$ cat src/rtl/matrix_load_ctrl.sv
// matrix_load_ctrl
//   Upstream loader for an 8-bit element register bank (one register per
//   matrix element, shared d_in, one enable per register). Accepts a
//   valid/ready stream of elements and writes them row-major into the bank.
//   A one-cycle bank clear is issued at the start of every load. A one-cycle
//   done pulse is issued once every element has been stored.
//
// Ports
//   clk        in   1      clock, all state updates on the rising edge
//   clear      in   1      synchronous active-high reset, highest priority
//   start      in   1      begin a load (honoured only while idle)
//   abort      in   1      abandon an in-progress load
//   in_valid   in   1      in_data carries an element
//   in_ready   out  1      an element is accepted this cycle (state LOAD)
//   in_data    in   8      element value
//   reg_clear  out  1      one-cycle clear pulse to the bank
//   wr_en      out  N      one-hot write enable, bit i -> register i
//   wr_data    out  8      shared data input for all bank registers
//   row        out  IW     row index of the next element to accept
//   col        out  IW     column index of the next element to accept
//   busy       out  1      high in CLR, LOAD and FLUSH
//   done       out  1      one-cycle pulse, bank fully loaded
module matrix_load_ctrl #(
  parameter  int ROWS = 2,
  parameter  int COLS = 2,
  localparam int N    = ROWS * COLS,
  localparam int IW   = (N > 1) ? $clog2(N) : 1
) (
  input  logic          clk,
  input  logic          clear,
  input  logic          start,
  input  logic          abort,
  input  logic          in_valid,
  output logic          in_ready,
  input  logic [7:0]    in_data,
  output logic          reg_clear,
  output logic [N-1:0]  wr_en,
  output logic [7:0]    wr_data,
  output logic [IW-1:0] row,
  output logic [IW-1:0] col,
  output logic          busy,
  output logic          done
);

  typedef enum logic [2:0] {
    S_IDLE,
    S_CLR,
    S_LOAD,
    S_FLUSH,
    S_DONE
  } state_t;

  localparam logic [IW-1:0] LAST_ROW = IW'(ROWS - 1);
  localparam logic [IW-1:0] LAST_COL = IW'(COLS - 1);

  state_t        state_q,     state_d;
  logic          reg_clear_q, reg_clear_d;
  logic [N-1:0]  wr_en_q,     wr_en_d;
  logic [7:0]    wr_data_q,   wr_data_d;
  logic [IW-1:0] row_q,       row_d;
  logic [IW-1:0] col_q,       col_d;
  logic          done_q,      done_d;

  logic [IW-1:0] lin_idx;

  always_comb begin
    state_d     = state_q;
    reg_clear_d = 1'b0;
    wr_en_d     = '0;
    wr_data_d   = wr_data_q;
    row_d       = row_q;
    col_d       = col_q;
    done_d      = 1'b0;
    lin_idx     = IW'(int'(row_q) * COLS + int'(col_q));

    case (state_q)
      S_IDLE: begin
        if (start) begin
          state_d     = S_CLR;
          reg_clear_d = 1'b1;
          row_d       = '0;
          col_d       = '0;
        end
      end

      S_CLR: begin
        if (abort) begin
          state_d = S_IDLE;
          row_d   = '0;
          col_d   = '0;
        end else begin
          state_d = S_LOAD;
        end
      end

      S_LOAD: begin
        // abort beats a simultaneous beat: nothing is written
        if (abort) begin
          state_d = S_IDLE;
          row_d   = '0;
          col_d   = '0;
        end else if (in_valid) begin
          wr_en_d   = N'(1) << lin_idx;
          wr_data_d = in_data;
          if (col_q == LAST_COL) begin
            col_d = '0;
            if (row_q == LAST_ROW) begin
              row_d   = '0;
              state_d = S_FLUSH;
            end else begin
              row_d = row_q + IW'(1);
            end
          end else begin
            col_d = col_q + IW'(1);
          end
        end
      end

      // wr_en_q still carries the last element's enable during this cycle
      S_FLUSH: begin
        if (abort) begin
          state_d = S_IDLE;
        end else begin
          state_d = S_DONE;
          done_d  = 1'b1;
        end
      end

      S_DONE: begin
        state_d = S_IDLE;
      end

      default: begin
        state_d = S_IDLE;
      end
    endcase
  end

  always_ff @(posedge clk) begin
    if (clear) begin
      state_q     <= S_IDLE;
      reg_clear_q <= 1'b0;
      wr_en_q     <= '0;
      wr_data_q   <= '0;
      row_q       <= '0;
      col_q       <= '0;
      done_q      <= 1'b0;
    end else begin
      state_q     <= state_d;
      reg_clear_q <= reg_clear_d;
      wr_en_q     <= wr_en_d;
      wr_data_q   <= wr_data_d;
      row_q       <= row_d;
      col_q       <= col_d;
      done_q      <= done_d;
    end
  end

  assign in_ready  = (state_q == S_LOAD);
  assign busy      = (state_q == S_CLR) || (state_q == S_LOAD) || (state_q == S_FLUSH);
  assign reg_clear = reg_clear_q;
  assign wr_en     = wr_en_q;
  assign wr_data   = wr_data_q;
  assign row       = row_q;
  assign col       = col_q;
  assign done      = done_q;

endmodule

$ cat config.mk
export PLATFORM = sky130hd
export DESIGN_NAME = matrix_load_ctrl
export DESIGN_NICKNAME = d
export VERILOG_FILES = /design/src/rtl/matrix_load_ctrl.sv
export SDC_FILE = /design/constraint.sdc
export NUM_CORES = 1
export LEC_CHECK = 0
export CAP_MARGIN = 20
export CORE_MARGIN = 1
export CORE_UTILIZATION = 45
export CTS_CLUSTER_DIAMETER = 30
export DETAILED_ROUTE_END_ITERATION = 10
export MAX_ROUTING_LAYER = met4
export PLACE_DENSITY = 0.82
export REMOVE_ABC_BUFFERS = 1
export SETUP_SLACK_MARGIN = 0.1
export SLEW_MARGIN = 20
export SYNTH_ARGS = -nofsm -noshare
export SYNTH_HDL_FRONTEND = slang
export SYNTH_SLANG_ARGS = --single-unit
$ cat constraint.sdc
create_clock -name clk -period 3.9 [get_ports clk]
set_input_delay 0.78 -clock clk [delete_from_list [all_inputs] [get_ports clk]]
set_output_delay 0.78 -clock clk [all_outputs]
set_load 0.02 [all_outputs]
==> run_results.csv <==
group,metric,value,unit
status,outcome,"finished clean",
layout,seq_area,420,sq um
place,post-place-ws,1310,ps
routing,wl_per_cell,13.3,um
critical_path,arrival,1650,ps
sta,hold_ws,480,ps
clock_network,cts_max_level,1,
floorplan,die_area,2070,sq um
global_route,grt_overflow,0,
critical_path,required,3120,ps
critical_path,crit_chain,"nand2b_1 -> nor2_1 -> clkdlybuf4s50_1",
sta,rsz0062_at_grt,"no",
routing,viasPerCell,5.35,
place,dp_hpwl,1390,um
global_route,grt_pass1_wl,3060,um
synthesis,yosysWarnings,0,
floorplan,die_h,45.5,um
routing,drc_errors,0,
synthesis,yosysSeqAreaShare,49.3,%
critical_path,critPathKind,"register to output port",
place,port_buffers,32,
floorplan,die_w,45.5,um
synthesis,yosysMostFrequentCell,"dfxtp_1",
clock_network,clock_latency,290,ps
sta,worst_slack,1470,ps
sta,timing.final.max_slew_violations,0,
clock_network,cts_tree,"done",
pwr,ir_drop,0.000169,V
run,max-cap-violations,0,
pwr,leakage,0.392,nW
critical_path,ff2ff_setup_slack,2240,ps
synthesis,synthArstFlopShare,0,%
sta,timing.final.crit_share,62.4,%
layout,nets,137,
routing,vias,792,
floorplan,fp-row-count,15,
synthesis,ys_seq_elements,21,
critical_path,end_kind,"output port",
floorplan,coreArea,1750,sq um
global_route,antenna_found_initial,0,
floorplan,initial_core_util,48.9,%
synthesis,avgSynthCellArea,9.18,sq um
clock_network,path_clk_slew,110,ps
clock_network,cts_sinks,21,
sta,finClkSkew,1.74,ps
global_route,grt_pass1_vias,701,
layout,drive_gt1_share,5.69,%
clock_network,cts_setup_buffers,0,
sta,finalCriticalPeriod,2430,ps
critical_path,reg2reg_depth,3,
sta,worst_pin_slew,734,ps
synthesis,yosysTopAreaCell,"dfxtp_1",
global_route,grtUsageTotal,21.7,%
sta,fmax,411,MHz
routing,drtPass1Iterations,4,
synthesis,yosysTopAreaCellShare,49.3,%
floorplan,ios,33,
hold_path,hold_class,"register to register",
synthesis,synthDistinctLibCells,27,
sta,slew_headroom,50.9,%
clock_network,cts_hold_buf,0,
synthesis,syn_area,853,sq um
synthesis,synth.area.top_cells,"dfxtp_1, a21oi_1, o21ai_0",
sta,finalSetupViolCount,0,
clock_network,cts_buffers,3,
layout,multiInputGateArea,398,sq um
sta,setup-tns-final,0,ps
synthesis,syn_inst,93,
critical_path,critPathLaunchType,"register",
routing,first_iter_violations,11,
global_route,grt_max_degree,22,
synthesis,synth_edf_count,0,
hold_path,holdPathStages,2,
layout,diodes,0,
clock_network,cts_buffer_depth,2,
pwr,power_density,304,nW/um^2
critical_path,worst-path-max-fanout,9,
clock_network,post_cts_resize_count,0,
layout,nFillCells,138,
critical_path,worst_path_max_delay_cell,"clkdlybuf4s50_1",
routing,ant_nets,0,
routing,routed_wl,1960,um
layout,final_cells,148,
sta,finalHoldViolations,0,
place,gp_congestion,0.817,
synthesis,synth_common_cells,"dfxtp_1, a21oi_1, o21ai_0",
synthesis,ys.flop_type,"dfxtp_1",
clock_network,cts-root-buf,"clkbuf_4",
layout,area_delta_synth_final,41.5,%
place,dp_cells,144,
critical_path,max_stage_delay,610,ps
==> logic make-up (layout without fill, tap and decap cells) <==
logic type / count (synthesis) / count (layout) / share of synthesized area (%)
compound gates: 27 / 27 / 19.2
flops: 21 / 21 / 49.3
buf+inv: 8 / 38 / 4.11
xor+xnor: 3 / 3 / 3.08
simple gates: 34 / 34 / 24.3
==> worst max-delay path: cells and delay by family, from the launching register on <==
kind | cells | cell delay [ps]
buffers and inverters | 1 | 610
flip-flops | 1 | 510
AND/OR/NAND/NOR | 2 | 240
==> worst paths after layout <==
kind / end / startpoint
setup / recovery: in_ready / state_q[1]
hold / removal: row[1] / row[1]
setup reg to reg: row[0] / state_q[1]
hold reg to reg: row[1] / row[1]
==> power breakdown <==
part           internal (mW)  leakage (nW)  switching [mW]  total, mW
logic                 0.0234         0.207          0.0217     0.0451
registers              0.217         0.170         0.00395      0.221
clock network         0.0398        0.0150          0.0608      0.101
==> metrics by stage <==
stage	cell area (sq um)	utilization [%]	total power, mW
2_1_floorplan	822	-	0.244
3_3_place_gp	1180	67.7	0.270
3_5_place_dp	1180	67.7	0.271
4_1_cts	1210	69.2	0.372
5_1_grt	1210	69.2	0.386
6_report	1210	69.2	0.367
==> sequential cells by signal, indices dropped and copies added, names as in the netlist <==
signal     cells
wr_en          4
state_q        3
reg_clear      1
col            2
done           1
row            2
wr_data        8
==> cell type report <==
type	count	area share, %
inverters	1	0.311
well taps	25	2.59
repair buffers	33	27.2
clock buffers	4	2.18
flip-flops and latches	21	34.8
multi-input cells	64	33.0
==> cells in the final DEF (no fill, tap or decap) <==
| master | count |
|---|---|
| nor3b_1 | 2 |
| nand4b_1 | 1 |
| nor3_1 | 2 |
| nor2b_1 | 2 |
| nand2b_1 | 5 |
| a211oi_2 | 1 |
| o21bai_1 | 1 |
| or4b_1 | 1 |
| nor4b_2 | 1 |
| o21ai_0 | 9 |
| nand3_1 | 8 |
| a21o_1 | 1 |
| a211oi_1 | 2 |
| clkbuf_1 | 1 |
| or3_1 | 1 |
| nor4b_1 | 2 |
| nor2_1 | 3 |
| nor4_1 | 3 |
| dfxtp_1 | 21 |
| xor2_1 | 1 |
| buf_4 | 1 |
| inv_1 | 1 |
| clkdlybuf4s50_1 | 32 |
| xnor2_1 | 2 |
| a21oi_1 | 11 |
| nand2_1 | 3 |
| a2111oi_2 | 1 |
| clkbuf_4 | 3 |
| a31oi_1 | 1 |
==> layer usage <==
layer | wire length [um] | vias to the layer above | global-route usage [%]
li1 | - | 398 | -
met1 | 879 | 360 | 25.7
met2 | 945 | 30 | 34.0
met3 | 94 | 4 | 5.16
met4 | 40 | 0 | 11.5
met5 | 0 | - | -
(Power assumes the default switching activity.)
